<file path="config.mk">
export PLATFORM = sky130hd
export DESIGN_NAME = ifid_stage
export DESIGN_NICKNAME = d
export VERILOG_FILES = /design/src/rtl/ifid_stage.sv
export SDC_FILE = /design/constraint.sdc
export NUM_CORES = 1
export LEC_CHECK = 0
export BUFFER_PORTS_ARGS = -buffer_cell sky130_fd_sc_hd__buf_2
export CAP_MARGIN = 20
export CORE_ASPECT_RATIO = 1.2
export CORE_UTILIZATION = 42
export CTS_BUF_LIST = sky130_fd_sc_hd__clkbuf_8
export DETAILED_ROUTE_END_ITERATION = 10
export GPL_ROUTABILITY_DRIVEN = 0
export PLACE_DENSITY_LB_ADDON = 0.3
export SLEW_MARGIN = 20
export SYNTH_ARGS = -nofsm -noshare
export SYNTH_HDL_FRONTEND = slang
export SYNTH_SLANG_ARGS = --single-unit
</file>
<file path="constraint.sdc">
create_clock -name clock -period 1.9 [get_ports clock]
set_clock_uncertainty 0.2 [all_clocks]
set_input_delay 0.19 -clock clock [delete_from_list [all_inputs] [get_ports clock]]
set_output_delay 0.19 -clock clock [all_outputs]
set_load 0.03 [all_outputs]
</file>
<file path="src/rtl/ifid_stage.sv">
// IF/ID pipeline register with load-use stall detection and post-redirect squash window.
// Optional IFID_PERF_COUNTERS_EN adds saturating stall/flush event counters.
module ifid_stage #(
  parameter int unsigned FLUSH_CYCLES = 1,
  parameter logic [31:0] NOP_WORD     = 32'h00000000
) (
  input  logic        clock,
  input  logic        reset,
  input  logic [31:0] iPC,
  input  logic [31:0] iIR,
  input  logic        idex_mem_read,
  input  logic [4:0]  idex_write_addr,
  input  logic        redirect,
  output logic [31:0] oPC,
  output logic [31:0] oIR,
  output logic        ovalid,
  output logic        pc_write,
  output logic        bubble,
`ifdef IFID_PERF_COUNTERS_EN
  output logic [31:0] stall_count,
  output logic [31:0] flush_count,
`endif
  output logic        flush_active
);

  localparam int unsigned CW = $clog2(FLUSH_CYCLES) + 1;

  logic [31:0]   r_pc;
  logic [31:0]   r_ir;
  logic          r_valid;
  logic [CW-1:0] r_flush_cnt;

  logic [4:0]    w_rs;
  logic [4:0]    w_rt;
  logic          w_hazard;
  logic          w_squash;

  always_comb begin
    w_rs     = r_ir[25:21];
    w_rt     = r_ir[20:16];
    // Squashed slots and $0 destinations can never create a load-use dependency.
    w_hazard = r_valid & idex_mem_read & (idex_write_addr != 5'd0) &
               ((idex_write_addr == w_rs) | (idex_write_addr == w_rt));
    pc_write = ~w_hazard | redirect;
    bubble   = w_hazard & ~redirect;
    w_squash = redirect | (r_flush_cnt != '0);
  end

  always_ff @(posedge clock) begin
    if (!reset) begin
      r_pc        <= '0;
      r_ir        <= NOP_WORD;
      r_valid     <= 1'b0;
      r_flush_cnt <= '0;
    end else if (redirect) begin
      r_pc        <= iPC;
      r_ir        <= NOP_WORD;
      r_valid     <= 1'b0;
      r_flush_cnt <= CW'(FLUSH_CYCLES - 1);
    end else if (r_flush_cnt != '0) begin
      r_pc        <= iPC;
      r_ir        <= NOP_WORD;
      r_valid     <= 1'b0;
      r_flush_cnt <= r_flush_cnt - 1'b1;
    end else if (!w_hazard) begin
      r_pc        <= iPC;
      r_ir        <= iIR;
      r_valid     <= 1'b1;
    end
  end

`ifdef IFID_PERF_COUNTERS_EN
  logic [31:0] r_stall_count;
  logic [31:0] r_flush_count;

  always_ff @(posedge clock) begin
    if (!reset) begin
      r_stall_count <= '0;
      r_flush_count <= '0;
    end else begin
      if (bubble && (r_stall_count != '1)) r_stall_count <= r_stall_count + 32'd1;
      if (w_squash && (r_flush_count != '1)) r_flush_count <= r_flush_count + 32'd1;
    end
  end

  assign stall_count = r_stall_count;
  assign flush_count = r_flush_count;
`endif

  assign oPC          = r_pc;
  assign oIR          = r_ir;
  assign ovalid       = r_valid;
  assign flush_active = (r_flush_cnt != '0);

endmodule

</file>
==> results of run 1 <==
-- layout make-up --
type                       count  area [um2]
multi-input combinational    217        1420
tap                           82         103
clock buffer                  11         151
fill                         387        1320
timing repair buffer         238        1770
inverter                       1        3.75
clock inverter                 5        47.5
sequential                    66        1350
-- synthesized netlist by cell type (all sizes together) --
library cell  count
nand2            67
dfxtp            66
nand3            35
a21boi           32
mux2i            32
o21ai            32
clkbuf           23
xnor2            10
buf               3
nor3              2
and3              1
conb              1
inv               1
nor2              1
nor3b             1
nor4              1
o22a              1
o22ai             1
-- repair_timing --
action	4_1_cts	5_1_grt
setup buffers	19	2
gates cloned	3	3
gates resized for setup	38	21
pin swaps	11	2
setup endpoints to repair	34	66
endpoints found under the hold margin	64	0
hold buffers	64	0
-- per-layer routing --
metal	wire, um	share of wire	vias up
li1	-	-	1508
met1	3500	0.37	1467
met2	5150	0.54	121
met3	548	0.058	26
met4	267	0.028	0
met5	0	0	-
-- power groups by stage --
stage / registers [mW] / logic (mW) / clock network [mW]
6_report: 1.47 / 0.607 / 1.18
2_1_floorplan: 1.61 / 0.136 / 0
3_5_place_dp: 1.50 / 0.430 / 0
5_1_grt: 1.47 / 0.649 / 1.28
4_1_cts: 1.47 / 0.575 / 1.20
3_3_place_gp: 1.49 / 0.422 / 0
-- critical path: stages (launching register included) --
cell	delay, ns
dfxtp_4	0.35
xnor2_2	0.13
nand3_1	0.12
o22a_2	0.26
buf_6	0.12
nor3_4	0.18
inv_2	0.06
buf_6	0.14
-- how the worst min path moves through the flow --
stage / start / to / slack (ns) / depth (start not counted)
floorplan: iPC[0] / oPC[0]$_SDFFE_PN0P_ / 0.13 / 2
global placement: iPC[17] / oPC[17]$_SDFFE_PN0P_ / 0.23 / 3
detailed placement: iPC[17] / oPC[17]$_SDFFE_PN0P_ / 0.24 / 3
CTS: reset / oPC[23]$_SDFFE_PN0P_ / 0.13 / 4
global route: reset / oPC[26]$_SDFFE_PN0P_ / 0.16 / 4
finish: reset / oPC[26]$_SDFFE_PN0P_ / 0.16 / 4
-- sequential cells by signal, summed over array words and instances, names as in the netlist --
signal / cells
oPC: 32
oIR: 32
flush_active: 1
ovalid: 1
-- logic make-up (layout without fill, tap and decap cells) --
group | Yosys count | in the layout | synth area share
AOI/OAI and AO/OA | 66 | 66 | 0.151
other | 1 | 1 | 0.00136
buffers and inverters | 27 | 255 | 0.0451
xor gates and xnor gates | 10 | 10 | 0.0319
muxes | 32 | 32 | 0.117
DFF | 66 | 66 | 0.481
and+or+nand+nor | 108 | 108 | 0.173
-- metrics by stage --
stage	area (um2)	utilization	worst slack (ns)
3_5_place_dp	3630	0.589	-0.0448
3_3_place_gp	3630	0.589	0.0356
2_1_floorplan	2800	-	-0.0754
4_1_cts	4770	0.774	-0.151
5_1_grt	4850	0.787	-0.263
6_report	4850	0.787	-0.192
-- layout by cell type, fill, tap and decap left out, types with 3 or more instances in the layout --
master / Yosys / final
a21boi_1: 3 / 30
buf_12: 0 / 4
buf_16: 0 / 3
buf_2: 0 / 138
buf_4: 0 / 20
buf_6: 3 / 7
clkbuf_8: 0 / 11
dfxtp_1: 66 / 56
dfxtp_4: 0 / 8
dlygate4sd3_1: 0 / 64
mux2i_1: 32 / 32
nand2_1: 67 / 67
nand3_1: 35 / 32
o21ai_0: 32 / 28
o21ai_1: 0 / 4
xnor2_2: 0 / 8
==> flow_metrics.env, run 1 <==
export IMPL_syn_area_mm2=0.00275
export IMPL_die_x_um=75.8
export IMPL_ys_top_cells_by_area="dfxtp_1 (48%), mux2i_1 (12%), nand2_1 (9.2%)"
export IMPL_grt_pass1_wl_um=14500
export IMPL_p_seq_frac=0.452
export IMPL_critPathLaunch="oIR[23]$_SDFFE_PP0N_"
export IMPL_p_int_mw=2.39
export IMPL_core_region_area_mm2=0.00617
export IMPL_cts_root_buf="clkbuf_8"
export IMPL_violations="negative setup slack"
export IMPL_clk_latency_ns=0.34
export IMPL_start_kind="register"
export IMPL_grt_util_met1=0.289
export IMPL_cp_endpoint="pc_write"
export IMPL_avgRoutedWirePerCell_um=15.3
export IMPL_cts_num_sinks=66
export IMPL_grt_total_usage=0.280
export IMPL_cap_violations=0
export IMPL_reg2regPathDepth=8
export IMPL_r2r_end="oPC[22]$_SDFFE_PN0P_"
export IMPL_hp_class="input port to register"
export IMPL_post_synth_top_area_fraction=0.481
export IMPL_arrival_ns=1.70
export IMPL_grt_pass1_vias=3206
export IMPL_drtAntennaViolNets=0
export IMPL_netlist_top_cell_by_area="dfxtp_1"
export IMPL_first_pass_iters=4
export IMPL_timing_final_ws_setup_ns=-0.192
export IMPL_ir_drop_mv=0.436
export IMPL_synthCells=310
export IMPL_detail_route_vias_per_cell=5.04
export IMPL_cts_path_max_buffers=2
export IMPL_die_h_um=90.6
export IMPL_grt_use_met3=0.0647
export IMPL_status="complete, but fails checks"
export IMPL_grt_max_degree=41
export IMPL_dp_cells=520
export IMPL_die_area_mm2=0.00687
export IMPL_synthesis_nets=383
export IMPL_final_layout_size_suffix_gt1_frac=0.401
export IMPL_htreeDepth=3
export IMPL_clkPwrFrac=0.362
export IMPL_min_period_over_period=1.10
export IMPL_grt_use_met2=0.499
export IMPL_p_leak_nw=2.14
export IMPL_clk_pin_slew_ns=0.07
export IMPL_cts_buffers=9
export IMPL_regToRegSetupSlack_ns=-0.17
export IMPL_power_per_cell_area_mw_per_mm2=670
export IMPL_setup_viol=35
export IMPL_routed_wl_um=9460
export IMPL_reg2reg_from="oIR[23]$_SDFFE_PP0N_"
export IMPL_fin_crit_ns=2.09
export IMPL_cp_required_ns=1.51
export IMPL_syn_avg_cell_area_um2=8.86
export IMPL_max_freq_mhz=478
export IMPL_synth_yosys_seq_area_share=0.481
export IMPL_rows=31
export IMPL_cp_max_fo=2
export IMPL_area_delta_synth_final_pct=76.6
export IMPL_grt_ovfl_total=0
export IMPL_antenna_cells=0
export IMPL_report_final_slew_viol_count=0
export IMPL_final_cells=620
export IMPL_final_setup_tns_ns=-4.49
export IMPL_yosys_cell_types_count=19
export IMPL_num_vias=3122
export IMPL_rsz0062_at_grt="true"
export IMPL_port_buffers=140
export IMPL_finalHoldViolations=0
export IMPL_antenna_found_initial=0
export IMPL_worstSetupPathType="register to output port"
export IMPL_final_nets=606
export IMPL_pwr_share_comb=0.187
export IMPL_worst_setup_path_end_kind="output port"
export IMPL_ys_warn_count=0
export IMPL_total_power_mw=3.25
export IMPL_hold_ws_ns=0.161
export IMPL_ios=141
export IMPL_hpwl_um=4780
export IMPL_switching_share=0.265
export IMPL_post_route_drc_count=0
export IMPL_p_switching_mw=0.862
export IMPL_drt_iter0_markers=102
export IMPL_initial_utilization=0.446
export IMPL_grt_busiest_layer="met2"
export IMPL_ys_ff_latch=66
export IMPL_tritoncts="built"
No activity file was read; power rests on OpenSTA's default activity.
==> run 2: changes to the inputs <==
Settings changed: BUFFER_PORTS_ARGS -buffer_cell sky130_fd_sc_hd__buf_2 to not set, CORE_UTILIZATION 42 to 59, DONT_BUFFER_PORTS set to 1.
==> flow_metrics.env, run 2 <==
export IMPL_ys_top_cells_by_area="dfxtp_1 (48%), mux2i_1 (12%), nand2_1 (9.2%)"
export IMPL_synthCells=310
export IMPL_htreeDepth=3
export IMPL_synth_most_common_cell="nand2_1"
export IMPL_haltStage="clock tree synthesis (4_1_cts)"
export IMPL_syn_avg_cell_area_um2=8.86
export IMPL_dp_slack_ns=-0.0444
export IMPL_synthTopCellsByCount="nand2_1 (67), dfxtp_1 (66), nand3_1 (35)"
export IMPL_synthFlopType="dfxtp_1"
export IMPL_netlist_top_cell_by_area="dfxtp_1"
export IMPL_cts_resized=7
export IMPL_post_synth_top_area_fraction=0.481
export IMPL_synth_yosys_seq_area_share=0.481
export IMPL_synthesis_nets=383
export IMPL_ys_warn_count=0
export IMPL_placed_area_mm2=0.00296
export IMPL_status="did not finish"
export IMPL_yosys_cell_types_count=19
export IMPL_cts_path_max_buffers=2
export IMPL_synth_edf_count=0
export IMPL_ios=141
export IMPL_rows=26
export IMPL_cts_buffers=9
export IMPL_error_line="[ERROR DPL-0033] detailed placement checks failed during check placement."
export IMPL_cts_root_buf="clkbuf_8"
export IMPL_synthArstFlopShare=0
export IMPL_initial_utilization=0.630
export IMPL_cts_setup_buffers=7
export IMPL_hpwl_um=4190
export IMPL_die_h_um=76.8
export IMPL_die_x_um=64.3
export IMPL_port_buffers=0
export IMPL_syn_area_mm2=0.00275
export IMPL_cts_num_sinks=66
export IMPL_holdBufCountCts=94
export IMPL_ys_ff_latch=66
run 2: cell counts after synthesis:
Identical to the previous run, type by type.
run 2: kinds of logic after synthesis:
family | share of synthesized area
buf+inv | 0.0451
mux | 0.117
xor+xnor | 0.0319
flops | 0.481
compound gates | 0.151
other cells | 0.00136
simple gates | 0.173
run 2: stage by stage:
stage	setup TNS (ns)	util	hold WS, ns	cells
after floorplan	-1.17	-	0.129	310
after global placement	0	0.679	0.130	364
after detailed placement	-0.836	0.679	0.134	364
==> run 3: changes to the inputs <==
Settings changed: CORE_ASPECT_RATIO 1.2 to not set, CORE_UTILIZATION 59 to 40, CTS_BUF_LIST sky130_fd_sc_hd__clkbuf_8 to not set, PLACE_DENSITY_LB_ADDON 0.3 to 0.15.
Clock period 1.9 ns to 2.5 ns, I/O delays scaled along.
==> flow_metrics.env, run 3 <==
export IMPL_synthTopCellsByCount="nand2_1 (67), dfxtp_1 (66), nand3_1 (35)"
export IMPL_ys_warn_count=0
export IMPL_rows=29
export IMPL_cts_root_buf="clkbuf_8"
export IMPL_syn_avg_cell_area_um2=8.86
export IMPL_htreeDepth=3
export IMPL_status="did not finish"
export IMPL_ys_ff_latch=66
export IMPL_ios=141
export IMPL_ys_top_cells_by_area="dfxtp_1 (48%), mux2i_1 (12%), nand2_1 (9.2%)"
export IMPL_port_buffers=0
export IMPL_yosys_cell_types_count=19
export IMPL_hpwl_um=4350
export IMPL_synthCells=310
export IMPL_placed_area_mm2=0.00294
export IMPL_haltStage="clock tree synthesis (4_1_cts)"
export IMPL_cts_setup_buffers=0
export IMPL_cts_buffers=9
export IMPL_cts_path_max_buffers=2
export IMPL_synthArstFlopShare=0
export IMPL_syn_area_mm2=0.00275
export IMPL_initial_utilization=0.423
export IMPL_error_line="[ERROR RSZ-0060] Max buffer count reached."
export IMPL_post_synth_top_area_fraction=0.481
export IMPL_die_x_um=84.9
export IMPL_synthesis_nets=383
export IMPL_netlist_top_cell_by_area="dfxtp_1"
export IMPL_cts_resized=0
export IMPL_synth_most_common_cell="nand2_1"
export IMPL_synth_edf_count=0
export IMPL_cts_num_sinks=66
export IMPL_dp_slack_ns=0.545
export IMPL_synthFlopType="dfxtp_1"
export IMPL_holdBufCountCts=101
export IMPL_synth_yosys_seq_area_share=0.481
export IMPL_die_h_um=84.9
[run 3: cell counts after synthesis]
No cell type changed its count.
[run 3: kinds of logic after synthesis]
logic type / Yosys count / share of synthesized area
AO/OA/AOI/OAI: 66 / 0.151
XOR/XNOR: 10 / 0.0319
buffers and inverters: 27 / 0.0451
flip-flops: 66 / 0.481
multiplexers: 32 / 0.117
other: 1 / 0.00136
AND/OR/NAND/NOR: 108 / 0.173
[run 3: stage by stage]
step,instances,utilization
after detailed placement,382,0.452
after global placement,382,0.452
after floorplan,310,-
